$ cat config.mk
export PLATFORM = sky130hd
export DESIGN_NAME = mem_fill_arbiter_flat
export DESIGN_NICKNAME = d
export VERILOG_FILES = /design/src/rtl/mem_fill_arbiter_if.sv /design/src/rtl/mem_fill_arbiter.sv /design/src/flat_wrapper.sv
export SDC_FILE = /design/constraint.sdc
export NUM_CORES = 1
export LEC_CHECK = 0
export CAP_MARGIN = 20
export CORE_AREA = 2 2 61 63
export DETAILED_ROUTE_END_ITERATION = 7
export DIE_AREA = 0 0 63 65
export GPL_TIMING_DRIVEN = 0
export PLACE_DENSITY = 0.8
export SYNTH_ARGS = -nofsm -noshare
export SYNTH_HDL_FRONTEND = slang
export SYNTH_SLANG_ARGS = --single-unit
$ cat constraint.sdc
create_clock -name clk -period 6.95 [get_ports clk]
set_clock_uncertainty 0.1 [all_clocks]
set_input_delay 1.39 -clock clk [delete_from_list [all_inputs] [get_ports clk]]
set_output_delay 1.39 -clock clk [all_outputs]
set_load 0.02 [all_outputs]
$ cat src/rtl/mem_fill_arbiter_if.sv
// Signal bundle between the fill arbiter, both cache fill FSMs and the memory read port.
// The slave modport is the arbiter's view; master is the view of everything around it.
interface mem_fill_arbiter_if #(
    parameter int unsigned ADDR_W = 16,
    parameter int unsigned DATA_W = 16
) ();
    // I-cache fill controller
    logic              i_req;
    logic              i_busy;
    logic              i_mem_en;
    logic [ADDR_W-1:0] i_addr;
    logic              i_proceed;
    logic              i_data_valid;
    // D-cache fill controller
    logic              d_req;
    logic              d_busy;
    logic              d_mem_en;
    logic [ADDR_W-1:0] d_addr;
    logic              d_proceed;
    logic              d_data_valid;
    // Memory read port
    logic              mem_en;
    logic [ADDR_W-1:0] mem_addr;
    logic              mem_data_valid;
    logic [DATA_W-1:0] mem_data;
    // Shared fill data and status
    logic [DATA_W-1:0] fill_data;
    logic [1:0]        owner;
    logic              err;

    modport slave (
        input  i_req, i_busy, i_mem_en, i_addr,
        input  d_req, d_busy, d_mem_en, d_addr,
        input  mem_data_valid, mem_data,
        output i_proceed, i_data_valid, d_proceed, d_data_valid,
        output mem_en, mem_addr, fill_data, owner, err
    );

    modport master (
        output i_req, i_busy, i_mem_en, i_addr,
        output d_req, d_busy, d_mem_en, d_addr,
        output mem_data_valid, mem_data,
        input  i_proceed, i_data_valid, d_proceed, d_data_valid,
        input  mem_en, mem_addr, fill_data, owner, err
    );
endinterface

$ cat src/rtl/mem_fill_arbiter.sv
// Arbitrates the single pipelined main-memory read port between the I-cache and D-cache
// fill controllers. Ownership is granted for a whole fill; after the owner lets go, any
// beats still in flight drain back to it before a new grant can be issued.
module mem_fill_arbiter #(
    parameter int unsigned ADDR_W      = 16,
    parameter int unsigned DATA_W      = 16,
    parameter int unsigned MEM_LATENCY = 4
) (
    input logic               clk,
    input logic               rst_n,
    mem_fill_arbiter_if.slave bus
);

    localparam int unsigned CntW = $clog2(MEM_LATENCY + 1);
    localparam logic [CntW-1:0] CntMax = CntW'(MEM_LATENCY);

    localparam logic [1:0] OwnNone = 2'b00;
    localparam logic [1:0] OwnI    = 2'b01;
    localparam logic [1:0] OwnD    = 2'b10;

    typedef enum logic [1:0] {StIdle, StGrantI, StGrantD, StDrain} state_e;

    state_e            state_q, state_d;
    logic [1:0]        owner_q, owner_d;
    logic              last_grant_q, last_grant_d;  // 0: I, 1: D
    logic [CntW-1:0]   inflight_q, inflight_d;
    logic              busy_seen_q, busy_seen_d;
    logic              err_q, err_d;

    logic              mem_en;
    logic [ADDR_W-1:0] mem_addr;
    logic [DATA_W-1:0] fill_data;
    logic              own_req;
    logic              own_busy;
    logic              release_fill;

    // Read-port mux: only the granted cache reaches memory, nothing while draining or idle.
    always_comb begin
        mem_en   = 1'b0;
        mem_addr = '0;
        case (state_q)
            StGrantI: begin
                mem_en   = bus.i_mem_en;
                mem_addr = bus.i_addr;
            end
            StGrantD: begin
                mem_en   = bus.d_mem_en;
                mem_addr = bus.d_addr;
            end
            default: ;
        endcase
    end

    // In-flight beat counter with saturation; any protocol violation makes err sticky.
    always_comb begin
        inflight_d = inflight_q;
        err_d      = err_q;
        if (bus.mem_data_valid && (owner_q == OwnNone)) begin
            err_d = 1'b1;
        end
        if (mem_en && !bus.mem_data_valid) begin
            if (inflight_q == CntMax) begin
                err_d = 1'b1;
            end else begin
                inflight_d = inflight_q + CntW'(1);
            end
        end else if (!mem_en && bus.mem_data_valid) begin
            if (inflight_q == '0) begin
                err_d = 1'b1;
            end else begin
                inflight_d = inflight_q - CntW'(1);
            end
        end
    end

    // Grant FSM next state: round-robin tie break in idle, non-preemptive hold while granted.
    always_comb begin
        state_d      = state_q;
        owner_d      = owner_q;
        last_grant_d = last_grant_q;
        busy_seen_d  = busy_seen_q;
        own_req      = (state_q == StGrantD) ? bus.d_req  : bus.i_req;
        own_busy     = (state_q == StGrantD) ? bus.d_busy : bus.i_busy;
        // Before busy is ever seen, a dropped request means the miss was cancelled.
        release_fill = busy_seen_q ? !own_busy : (!own_busy && !own_req);

        case (state_q)
            StIdle: begin
                if (bus.d_req && (!bus.i_req || !last_grant_q)) begin
                    state_d = StGrantD;
                    owner_d = OwnD;
                end else if (bus.i_req) begin
                    state_d = StGrantI;
                    owner_d = OwnI;
                end
            end
            StGrantI, StGrantD: begin
                if (release_fill) begin
                    last_grant_d = (state_q == StGrantD);
                    busy_seen_d  = 1'b0;
                    if (inflight_d == '0) begin
                        state_d = StIdle;
                        owner_d = OwnNone;
                    end else begin
                        state_d = StDrain;
                    end
                end else begin
                    busy_seen_d = busy_seen_q | own_busy;
                end
            end
            StDrain: begin
                if (inflight_d == '0) begin
                    state_d = StIdle;
                    owner_d = OwnNone;
                end
            end
            default: begin
                state_d = StIdle;
                owner_d = OwnNone;
            end
        endcase
    end

    // State registers with synchronous active-low reset.
    always_ff @(posedge clk) begin
        if (!rst_n) begin
            state_q      <= StIdle;
            owner_q      <= OwnNone;
            last_grant_q <= 1'b0;
            inflight_q   <= '0;
            busy_seen_q  <= 1'b0;
            err_q        <= 1'b0;
        end else begin
            state_q      <= state_d;
            owner_q      <= owner_d;
            last_grant_q <= last_grant_d;
            inflight_q   <= inflight_d;
            busy_seen_q  <= busy_seen_d;
            err_q        <= err_d;
        end
    end

    assign fill_data = bus.mem_data;

    // Output drive: grants from state, returning beats steered to the current owner only.
    always_comb begin
        bus.i_proceed    = (state_q == StGrantI);
        bus.d_proceed    = (state_q == StGrantD);
        bus.i_data_valid = bus.mem_data_valid && (owner_q == OwnI);
        bus.d_data_valid = bus.mem_data_valid && (owner_q == OwnD);
        bus.mem_en       = mem_en;
        bus.mem_addr     = mem_addr;
        bus.fill_data    = fill_data;
        bus.owner        = owner_q;
        bus.err          = err_q;
    end

endmodule
$ cat src/flat_wrapper.sv
// flat-port wrapper written by rule: the top's interface ports become plain ports
module mem_fill_arbiter_flat 
#(
    parameter int unsigned ADDR_W      = 16,
    parameter int unsigned DATA_W      = 16,
    parameter int unsigned MEM_LATENCY = 4
)
  (clk, rst_n, bus_i_req, bus_i_busy, bus_i_mem_en, bus_i_addr, bus_d_req, bus_d_busy, bus_d_mem_en, bus_d_addr, bus_mem_data_valid, bus_mem_data, bus_i_proceed, bus_i_data_valid, bus_d_proceed, bus_d_data_valid, bus_mem_en, bus_mem_addr, bus_fill_data, bus_owner, bus_err);
  mem_fill_arbiter_if #(.ADDR_W(ADDR_W), .DATA_W(DATA_W)) bus_i ();
  input logic clk;
  input logic rst_n;
  input wire logic [$bits(bus_i.i_req)-1:0] bus_i_req;
  input wire logic [$bits(bus_i.i_busy)-1:0] bus_i_busy;
  input wire logic [$bits(bus_i.i_mem_en)-1:0] bus_i_mem_en;
  input wire logic [$bits(bus_i.i_addr)-1:0] bus_i_addr;
  input wire logic [$bits(bus_i.d_req)-1:0] bus_d_req;
  input wire logic [$bits(bus_i.d_busy)-1:0] bus_d_busy;
  input wire logic [$bits(bus_i.d_mem_en)-1:0] bus_d_mem_en;
  input wire logic [$bits(bus_i.d_addr)-1:0] bus_d_addr;
  input wire logic [$bits(bus_i.mem_data_valid)-1:0] bus_mem_data_valid;
  input wire logic [$bits(bus_i.mem_data)-1:0] bus_mem_data;
  output wire logic [$bits(bus_i.i_proceed)-1:0] bus_i_proceed;
  output wire logic [$bits(bus_i.i_data_valid)-1:0] bus_i_data_valid;
  output wire logic [$bits(bus_i.d_proceed)-1:0] bus_d_proceed;
  output wire logic [$bits(bus_i.d_data_valid)-1:0] bus_d_data_valid;
  output wire logic [$bits(bus_i.mem_en)-1:0] bus_mem_en;
  output wire logic [$bits(bus_i.mem_addr)-1:0] bus_mem_addr;
  output wire logic [$bits(bus_i.fill_data)-1:0] bus_fill_data;
  output wire logic [$bits(bus_i.owner)-1:0] bus_owner;
  output wire logic [$bits(bus_i.err)-1:0] bus_err;
  assign bus_i.i_req = bus_i_req;
  assign bus_i.i_busy = bus_i_busy;
  assign bus_i.i_mem_en = bus_i_mem_en;
  assign bus_i.i_addr = bus_i_addr;
  assign bus_i.d_req = bus_d_req;
  assign bus_i.d_busy = bus_d_busy;
  assign bus_i.d_mem_en = bus_d_mem_en;
  assign bus_i.d_addr = bus_d_addr;
  assign bus_i.mem_data_valid = bus_mem_data_valid;
  assign bus_i.mem_data = bus_mem_data;
  assign bus_i_proceed = bus_i.i_proceed;
  assign bus_i_data_valid = bus_i.i_data_valid;
  assign bus_d_proceed = bus_i.d_proceed;
  assign bus_d_data_valid = bus_i.d_data_valid;
  assign bus_mem_en = bus_i.mem_en;
  assign bus_mem_addr = bus_i.mem_addr;
  assign bus_fill_data = bus_i.fill_data;
  assign bus_owner = bus_i.owner;
  assign bus_err = bus_i.err;
  mem_fill_arbiter #(.ADDR_W(ADDR_W), .DATA_W(DATA_W), .MEM_LATENCY(MEM_LATENCY)) u_core (.clk(clk), .rst_n(rst_n), .bus(bus_i));
endmodule
=== Word-level counts from Yosys, hierarchy flattened ===
Cells that the tools add are included.

* Flip-flop bits (word level): 10
* Output and inout port bits: 40

* Add/subtract/negate cells: 2
* Equality and inequality tests: 9
* Mux-type cells: 24
* Bitwise operators: 1
* Reductions and logical operators: 22

{| class="wikitable"
|+ Operators with widths
! cell !! count
|-
| 16-bit case mux with 2 select lines || 1
|-
| 2-bit two-way mux || 7
|-
| 3-bit two-way mux || 4
|-
| 2-bit case mux with 3 select lines || 2
|-
| 1-bit two-way mux || 9
|-
| 1-bit logical AND || 7
|-
| 2-bit equality test (second input constant) || 3
|-
| 1-bit logical NOT || 6
|-
| 3-bit logical NOT || 2
|-
| 2-bit by 1-bit equality test with 1-bit output (second input constant) || 2
|-
| 2-bit logical NOT || 2
|-
| 2-bit by 1-bit != test with 1-bit output (second input constant) || 2
|-
| 2-bit AND reduction || 2
|-
| 3-bit by 1-bit adder with 3-bit output (second input constant) || 1
|-
| 3-bit equality test (second input constant) || 1
|-
| 3-bit by 2-bit != test with 1-bit output (second input constant) || 1
|-
| 3-bit AND reduction || 1
|-
| 3-bit by 1-bit subtractor with 3-bit output (second input constant) || 1
|-
| 1-bit case mux with 2 select lines || 1
|-
| 2-bit OR reduction || 1
|-
| 1-bit logical OR || 1
|-
| 1-bit OR || 1
|}

=== Logic depth before layout (Yosys ltp) ===
Gate-level depths: netlist of run 1.

* Word-level depth: 10
* Depth in mapped cells: 9
* Gate-level depth less buffers: 7

=== Worst setup path before layout of run 1 ===
OpenSTA, ideal clock, no wires.

* Path kind: in2out
* Start point: input port bus_mem_data_valid
* End point: output port bus_d_data_valid
* Arrival: 2294 ps
* Required time: 5460 ps
* Path slack: 3166 ps
* Cell stages on the path: 3
* Cells stage by stage: clkbuf_1 -> inv_1 -> nor3b_1

* Cells in the longest elaborated chain, start to end: 1

{| class="wikitable"
|+ RTL lines
! what !! RTL line !! source
|-
| start, declared || flat_wrapper.sv:20 || <nowiki>input wire logic [$bits(bus_i.mem_data_valid)-1:0] bus_mem_data_valid;</nowiki>
|-
| 1-bit logical AND || mem_fill_arbiter.sv:150 || <nowiki>bus.d_data_valid = bus.mem_data_valid && (owner_q == OwnD);</nowiki>
|-
| end, declared || flat_wrapper.sv:25 || <nowiki>output wire logic [$bits(bus_i.d_data_valid)-1:0] bus_d_data_valid;</nowiki>
|}

No other way between the ends.

=== Final worst setup path of run 1 ===
* Start point: register u_core.state_q[0]
* End point: output port bus_mem_addr[6]

* Cells in the longest elaborated chain, start to end: 2
* Elaborated cells between the ends (all ways): 3
* Classes of those cells: eq/ne (2); mux (1)

{| class="wikitable"
|+ RTL lines
! what !! RTL line !! source
|-
| start, declared || mem_fill_arbiter.sv:23 || <nowiki>state_e state_q, state_d;</nowiki>
|-
| start signal, assigned || mem_fill_arbiter.sv:127 || <nowiki>state_q <= StIdle;</nowiki>
|-
| start signal, assigned || mem_fill_arbiter.sv:134 || <nowiki>state_q <= state_d;</nowiki>
|-
| 2-bit equality test / 2-bit by 1-bit equality test with 1-bit output (equally long branches) || mem_fill_arbiter.sv:41 || <nowiki>case (state_q)</nowiki>
|-
| 16-bit case mux with 2 select lines (*) || mem_fill_arbiter.sv:41 ||
|-
| end, declared || flat_wrapper.sv:27 || <nowiki>output wire logic [$bits(bus_i.mem_addr)-1:0] bus_mem_addr;</nowiki>
|}

Every way passes the cells marked *; elsewhere a longest branch is shown, timed or not.

==> results by stage, run 1 <==
Layout:
- The proportion of layout cells with a drive suffix above 1 is between 10% and 20%.
- The repair_antennas step left the layout with diodes totalling 0.
- The net count of the finished layout is 302.
- The area growth from synthesis to layout is 77.32%.

Timing:
- Of the available clock period, the critical path in the final layout requires 63.17%.
- The final hold slack is 389.8 ps.
- The final max-slew violation count came to 0.
- The sum of negative setup slack is 0 ps.
- The hold violation total from the final report is 0.
- Based on the critical path, the design can be clocked at up to around 230 MHz.
- The clock period minus final worst setup slack is about 4400 ps.
- Setup repair after global routing left no endpoint under its margin.
- The worst-margin pin slew is about 600 ps.
- Setup violations remaining at the end of the flow were counted as 0.
- The relative slew slack is between 50% and 60%.

Clock tree:
- The latest clock arrival within the worst-skew pair is 270 ps.
- The number of H-tree levels is 1.
- The count of hold-fix buffers inserted at cts is 0.
- The TritonCTS clock tree is yes.
- The tree is rooted in a sky130_fd_sc_hd__clkbuf_4.
- The CTS sink count is 10.
- The number of gates resized after CTS is 0.
- The CTS clock-pin slew for the worst setup and hold paths is 70 ps.
- In this run, CTS created clock tree buffers numbering 3.
- The number of buffers added for setup after CTS is 0.
- The worst-case clock buffer depth is 2.

Die:
- From left edge to right edge, the die measures ~63 um.
- The initial cell density of the core is ~33%.
- between 90 and 100 I/O pins were placed.
- The placeable core area is roughly 3500 um2.
- The die covers roughly 4100 um2.
- The vertical extent of the die is ~65 um.
- The number of standard-cell rows in the floorplan is 22.

GRT:
- The maximum number of pins on one net before global-route repair is 11.
- The total global routing overflow is 0.
- The first global-routing pass estimated 5602 um of wire.
- In the global route stage, overall resource usage came out at about 17%.
- The number of antenna violations at the first check in global routing was 0.
- The number of global-route vias before repair is about 1200.

Setup path:
- Tracing the worst setup path back leads to its startpoint at u_core.state_q[0].
- The path depth of the worst reg2reg path is 8.
- The critical path goes through inv_1 -> ha_1 -> clkbuf_1 -> clkinv_1 -> clkbuf_1 -> nor2_1 -> clkdlybuf4s50_1.
- Counting both buffers and inverters, the worst setup path holds a total of 5.
- At the worst endpoint, the required time is roughly 5500 ps.
- In this design, the stage delay of the slowest critical-path cell is roughly 630 ps.
- The largest fanout of any net on the critical path is 10.
- The type of the setup path with the least slack is reg2out.
- The cell seen most often among critical-path stages is sky130_fd_sc_hd__clkbuf_1.
- The slowest cell on the critical path is sky130_fd_sc_hd__clkdlybuf4s50_1.
- The endpoint type of the worst setup path is an output port.
- The kind of start point of the critical path is a flop.
- In this run the critical register-to-register path is launched from u_core.state_q[0].
- The register-to-register setup slack is roughly 4200 ps.
- The gate family responsible for the most delay along the worst path is buffers and inverters.
- The endpoint identified for the worst register-to-register timing path is u_core.state_q[0].
- Data arrives at the worst endpoint at 2900 ps.

Yosys:
- The gate count of the mapped netlist is ~150.
- After synthesis, the share of flip-flops with an asynchronous set or reset is 0%.
- The synthesized area divided by synthesized cell count is approximately 7.5 um2.
- The top flip-flop cell by instance count after synthesis is sky130_fd_sc_hd__dfxtp_1.
- The number of synthesized register bits is 10.
- The net count after synthesis is approximately 220.
- The cell area that synthesis handed to floorplanning was ~1100 um2.
- For this run, the number of Yosys warnings is 0.
- The number of enable flip-flop cells after synthesis is 0.
- The portion of the post-synthesis area used by sequential elements is 17.45%.
- The count of distinct cell types in the synthesized netlist is 44.

Detailed routing:
- The total detailed-routing wirelength is between 3000 and 4000 um.
- The routed length per placed instance is about 13 um.
- The number of routed nets with antenna violations is 0.
- The first detailed-routing pass ran for 4 iterations.
- The residual DRC count is 0.
- In this run, the number of DRC markers left after iteration 0 of detailed routing was about 50.
- Dividing the detail-routed via count by the number of cells gives approximately 5.
- The number of vias after detailed routing is ~1400.

Run:
- The number of violations of the max-capacitance limit is 0.

Power:
- The cell area power density is 289.2 nW/um2.
- The static leakage is slightly below 0.8 nW.
- The peak supply drop is around 0.17 mV.

Placed design:
- The weighted congestion reported at the end of routability-driven placement is just under 0.8.
- The post-detailed-placement half-perimeter wirelength is between 2000 and 3000 um.
- During placement, the flow inserted port buffers numbering between 70 and 80.

Status:
- The run finished with clean final reports.

Hold path:
- In this run the most critical hold path is launched from u_core.bus.err.
- The class of the most critical hold timing path is reg2reg.
- Counting instances, the worst hold path has a depth of 2.
- For hold timing, the worst endpoint is u_core.bus.err.
## layer usage
layer / track usage [%] / vias up / part of all wire, % / wire length, um
met5: 0 / - / 0 / 0
met4: 5.278 / 0 / 1.0 / 37
met3: 4.340 / 4 / 7.4 / 266
met2: 27.26 / 59 / 49 / 1774
met1: 21.46 / 633 / 42 / 1520
li1: - / 716 / - / -
## per-stage QoR
stage	utilization, %	power (mW)	std cells	setup WS, ps	instance area (um2)
3_5_place_dp	57.16	0.5340	281	2576	1998
3_3_place_gp	57.16	0.5289	281	2555	1998
5_1_grt	58.20	0.6397	285	2301	2034
6_report	58.20	0.5884	285	2560	2034
2_1_floorplan	-	0.3904	154	3166	1147
4_1_cts	58.20	0.5908	285	2536	2034
## synth_stat cells, drive strengths merged (2+ instances only)
master | instances | area (um2)
a2111oi | 3 | 27.53
a211oi | 4 | 30.03
a21o | 3 | 22.52
a21oi | 4 | 20.02
a22oi | 16 | 120.1
and2 | 4 | 27.53
and4 | 2 | 17.52
buf | 19 | 147.6
clkbuf | 5 | 18.77
dfxtp | 10 | 200.2
ha | 7 | 87.58
inv | 8 | 30.03
mux2i | 3 | 30.03
nand2 | 7 | 26.28
nand2b | 2 | 12.51
nor2 | 24 | 90.09
nor2b | 4 | 25.02
nor3 | 3 | 15.01
o21ai | 2 | 10.01
o22ai | 2 | 12.51
o31ai | 2 | 15.01
or2 | 2 | 12.51
## worst reg2reg max path, cell delays in order (launching register included)
cell and delay [ps]:
sky130_fd_sc_hd__dfxtp_1 390, sky130_fd_sc_hd__inv_1 80, sky130_fd_sc_hd__ha_1 250, sky130_fd_sc_hd__buf_2 200, sky130_fd_sc_hd__or2_2 320, sky130_fd_sc_hd__o221a_2 270
sky130_fd_sc_hd__a21o_1 190, sky130_fd_sc_hd__or4_1 500, sky130_fd_sc_hd__a2111oi_1 330
## report_power, final
| part | internal (mW) | switching (mW) | leakage [nW] |
|---|---|---|---|
| registers | 0.0776 | 0.0192 | 0.0823 |
| logic | 0.203 | 0.236 | 0.685 |
| clock network | 0.0318 | 0.0213 | 0.0210 |
| total | 0.312 | 0.276 | 0.788 |
## final cells by class
cell class,instances,area (um2)
clock buffers,4,36.28
plain buffers,24,166.4
multi-input cells,111,747.0
fillers,328,1461
repair buffers,79,790.8
flip-flops and latches,10,200.2
inverters,9,33.78
well taps,48,60.06
## sequential cells by signal (all words and copies together), names as in the netlist
signal / count
u_core.state_q: 2
u_core.inflight_q: 3
u_core.busy_seen_q: 1
u_core.bus.owner: 2
u_core.bus.err: 1
u_core.last_grant_q: 1
## layout by cell type (no fill, tap or decap), types with 4 or more instances in the layout
| cell | synthesis | final |
|---|---|---|
| sky130_fd_sc_hd__a211oi_1 | 4 | 4 |
| sky130_fd_sc_hd__a21oi_1 | 4 | 4 |
| sky130_fd_sc_hd__a22oi_1 | 16 | 16 |
| sky130_fd_sc_hd__buf_4 | 16 | 16 |
| sky130_fd_sc_hd__clkbuf_1 | 5 | 5 |
| sky130_fd_sc_hd__clkdlybuf4s50_1 | 0 | 79 |
| sky130_fd_sc_hd__dfxtp_1 | 10 | 10 |
| sky130_fd_sc_hd__ha_1 | 7 | 7 |
| sky130_fd_sc_hd__inv_1 | 8 | 8 |
| sky130_fd_sc_hd__nand2_1 | 7 | 7 |
| sky130_fd_sc_hd__nor2_1 | 24 | 24 |
| sky130_fd_sc_hd__nor2b_1 | 4 | 4 |
## worst max-delay path by stage
stage / end / slack [ps] / cells past startpoint
floorplan: bus_d_data_valid / 3170 / 3
global placement: bus_mem_en / 2550 / 5
detailed placement: bus_mem_en / 2580 / 5
CTS: bus_mem_addr[6] / 2540 / 7
global route: bus_mem_addr[6] / 2300 / 7
finish: bus_mem_addr[6] / 2560 / 7
## kinds of logic after synthesis
group           count (synthesis)  synth area share, %
simple gates                   55                24.43
compound gates                 46                30.43
buf+inv                        33                17.45
flops                          10                17.45
fa+ha+maj                       7                7.633
mux                             3                2.617
Note: power is estimated with default switching activity, not from simulation.
==> run 2, diff against run 1 <==
--- a/config.mk
+++ b/config.mk
@@ -6,11 +6,11 @@
 export NUM_CORES = 1
 export LEC_CHECK = 0
 export CAP_MARGIN = 20
-export CORE_AREA = 2 2 61 63
+export CORE_AREA = 2 2 63 65
 export DETAILED_ROUTE_END_ITERATION = 7
-export DIE_AREA = 0 0 63 65
+export DIE_AREA = 0 0 65 67
 export GPL_TIMING_DRIVEN = 0
-export PLACE_DENSITY = 0.8
+export PLACE_DENSITY = 0.75
 export SYNTH_ARGS = -nofsm -noshare
 export SYNTH_HDL_FRONTEND = slang
 export SYNTH_SLANG_ARGS = --single-unit
==> constraint.sdc (replaced) <==
create_clock -name clk -period 4.2 [get_ports clk]
set_clock_uncertainty 0.1 [all_clocks]
set_input_delay 0.84 -clock clk [delete_from_list [all_inputs] [get_ports clk]]
set_output_delay 0.84 -clock clk [all_outputs]
set_load 0.02 [all_outputs]
==> run 2 against run 1 <==
  * Clock power increased by 87%
  * Worst hold slack lost 2.7 ps
  * Final cell count fell by 0.35%
  * Largest power group unchanged
  * Clock-buffer cell count shrank 1
  * Register-to-register slack lost 2800 ps
  * Largest cell class unchanged
  * Non-clock buffer count did not move
  * Wire length up 2.9%
  * Global-route usage is 0.36 points lower
  * Combinational power up 65%
==> results by stage, run 2 (same netlist as run 1, synthesis figures left out) <==
Setup path:
- The gate family responsible for the most delay along the worst path is buffers and inverters.
- The number of buffer and inverter stages on the critical path is 5 (unchanged).
- The critical path depth in cells is 7 (unchanged).
- The highest cell delay on the worst timing path was 620 ps (about the same).
- The register-to-register setup slack is 1460 ps (-2750 ps).
- The type of the setup path with the least slack is reg2out.
- The worst setup path startpoint is u_core.state_q[1].
- The endpoint of the lowest-slack register-to-register path is u_core.state_q[0].
- The path depth of the worst reg2reg path is 9 (+1).
- The worst setup path is captured at an output port.
- The largest fanout of any net on the critical path is 10 (unchanged).
- The cell seen most often among critical-path stages is sky130_fd_sc_hd__clkbuf_1.
- The signal on the critical path passes through inv_1 -> ha_1 -> clkbuf_1 -> clkinv_1 -> clkbuf_1 -> nor2_1 -> clkdlybuf4s50_1.
- The required time of the worst setup path is 3260 ps (-2200 ps).
- The startpoint of the worst register-to-register path is u_core.state_q[1].
- The critical path ends at bus_mem_addr[5].
- The kind of start point of the critical path is a flop.
- For this design, the slowest cell found on the critical path is sky130_fd_sc_hd__clkdlybuf4s50_1.
- The arrival time at the worst endpoint is 2790 ps (-110 ps).

Detailed routing:
- The number of vias after detailed routing came to 1418 (+0.42%).
- The count of routing violations after the opening detailed-route iteration is 49 (-3.9%).
- The average via count per standard cell was 4.993 (+0.78%).
- The routed length per placed instance came to 13.04 um (+3.3%).
- The residual DRC count was 0 (unchanged).
- The number of search-and-repair iterations in the first detailed-routing pass is 4 (unchanged).
- The number of routed nets with antenna violations was 0 (unchanged).
- The total detailed-routing wirelength was 3704 um (+2.9%).

Run:
- The number of violations of the max-capacitance limit is 0 (unchanged).

GRT:
- The number of global-route vias before repair is 1320 (+7.6%).
- The global routing usage summed across all routing layers was 16.34% (-0.36 points).
- The first-pass GRT wire length is 5747 um (+2.6%).
- The maximum number of pins on one net before global-route repair is 11 (unchanged).
- The number of antenna violations at the first check in global routing is 0 (unchanged).
- The total global routing overflow is 0 (unchanged).

Timing:
- The clock period minus final worst setup slack is between 3000 and 4000 ps.
- The final max-slew violation count is 0 (unchanged).
- The fraction of the cycle the final worst path needs is between 80% and 90%.
- The final hold slack came to 387.0 ps (-2.739 ps).
- The relative slew slack is 58.33% (-1.5 points).
- For this run, the top clock speed supported by timing is around 270 MHz.
- The hold violation total from the final report is 0 (unchanged).
- The sum of negative setup slack came to 0 ps (unchanged).
- The worst-margin pin slew is 619.4 ps (+22.24 ps).
- The final setup violation count is 0 (unchanged).
- Setup repair after global routing left no endpoint under its margin.

Die:
- The number of standard-cell rows in the floorplan is 22 (unchanged).
- The vertical extent of the die came to 67 um (+3.1%).
- The number of top-level pins is 97 (unchanged).
- The x dimension of the die is 65 um (+3.2%).
- The placeable core area is 3606 um2 (+3.1%).
- The initial cell density of the core came to 31.82% (-1.0 points).
- The area of the die is 4355 um2 (+6.3%).

Layout:
- The net count of the finished layout is 302 (unchanged).
- The synthesis-to-finish area growth is 77.75%.
- The area of all placed cells without fillers is 2039 um2 (+0.25%).
- In the layout the commonest cells are sky130_fd_sc_hd__clkdlybuf4s50_1 (79), sky130_fd_sc_hd__nor2_1 (24), sky130_fd_sc_hd__a22oi_1 (16), sky130_fd_sc_hd__buf_4 (16), sky130_fd_sc_hd__dfxtp_1 (10).
- The top register by number of flip-flops is u_core.inflight_q.
- The antenna cell count is 0 (unchanged).
- The flip-flop count of the largest register, all copies and words added is 3 (unchanged).
- The library cell used most frequently in the layout, excluding fill and tap cells, is sky130_fd_sc_hd__clkdlybuf4s50_1.
- The proportion of layout cells with a drive suffix above 1 is 11.44% (-0.37 points).

Clock tree:
- The root buffer selected by CTS is sky130_fd_sc_hd__clkbuf_8.
- The worst-case clock buffer depth is 2 (unchanged).
- The number of H-tree levels is 1 (unchanged).
- The total clock buffers created by CTS came to 3 (unchanged).
- The number of gates resized after CTS is 0 (unchanged).
- TritonCTS built the clock tree.
- The latest clock arrival within the worst-skew pair is 240 ps (-30 ps).
- The CTS sink count was 10 (unchanged).
- The number of buffers added for setup after CTS was 0 (unchanged).
- The count of hold-fix buffers inserted at cts is 0 (unchanged).
- The CTS clock-pin slew for the worst setup and hold paths is 50 ps (-20 ps).

Hold path:
- The min-delay analysis places its worst path in the category reg2reg.

Placed design:
- The count of port buffers added during placement is 79 (unchanged).
- The post-detailed-placement half-perimeter wirelength is 3003 um (+2.5%).
- The instance area at placement was 1998 um2 (unchanged).
- The weighted congestion reported at the end of routability-driven placement was 0.8066 (+3.2%).

Power:
- The static leakage is 0.7886 nW (about the same).
- The cell area power density came to 483.4 nW/um2 (+67%).
- The peak supply drop is 0.3126 mV (+83%).

Status:
- The run finished with clean final reports.
run 2: cell count changes in the layout (fill, tap and decap cells not counted), sizes merged:
| cell | previous run | this run |
|---|---|---|
| clkbuf | 9 | 8 |
run 2: layer usage:
layer  wire (um)  vias to the layer above  global-route usage [%]
met5           0                        -                       0
met4          47                        0                   6.383
met3         264                        5                   2.365
met2        1840                       53                   28.87
met1        1552                      644                   19.86
li1            -                      716                       -
run 2: power by group:
part | leakage (nW) | switching, mW | internal, mW
Clock | 0.0216 | 0.0368 | 0.0627
Combinational | 0.685 | 0.390 | 0.335
Sequential | 0.0823 | 0.0328 | 0.129
run 2: through the flow:
| stage | std cells | setup slack, ps | power (mW) | utilization [%] |
|---|---|---|---|---|
| floorplan | 154 | 1484 | 0.6460 | - |
| global placement | 281 | 707.2 | 0.8828 | 55.41 |
| detailed placement | 281 | 735.9 | 0.8861 | 55.41 |
| CTS | 284 | 490.9 | 0.9906 | 56.56 |
| global route | 284 | 251.4 | 1.079 | 56.56 |
| finish | 284 | 473.7 | 0.9859 | 56.56 |
run 2: worst min-delay path by stage:
stage                        start                  end  slack, ps  cells after the start
6_report            u_core.bus.err       u_core.bus.err        390                      2
5_1_grt             u_core.bus.err       u_core.bus.err        420                      2
4_1_cts             u_core.bus.err       u_core.bus.err        390                      2
3_5_place_dp        u_core.bus.err       u_core.bus.err        370                      2
3_3_place_gp        u_core.bus.err       u_core.bus.err        380                      2
2_1_floorplan  u_core.last_grant_q  u_core.last_grant_q        380                      2
run 2: area by class of cell:
type | instances | area, um2
plain buffers | 24 | 166.4
clock buffers | 3 | 41.29
fillers | 331 | 1567
inverters | 9 | 33.78
multi-input cells | 111 | 747.0
flip-flops and latches | 10 | 200.2
well taps | 48 | 60.06
repair buffers | 79 | 790.8
run 2: worst register-to-register path: stages, from the launching register on:
cell                        delay [ps]
sky130_fd_sc_hd__dfxtp_1           390
sky130_fd_sc_hd__inv_1              90
sky130_fd_sc_hd__ha_1              210
sky130_fd_sc_hd__buf_6             140
sky130_fd_sc_hd__a22o_1            210
sky130_fd_sc_hd__buf_6             140
sky130_fd_sc_hd__and2_4            170
sky130_fd_sc_hd__o31a_1            330
sky130_fd_sc_hd__or4_1             520
sky130_fd_sc_hd__a2111oi_1         330
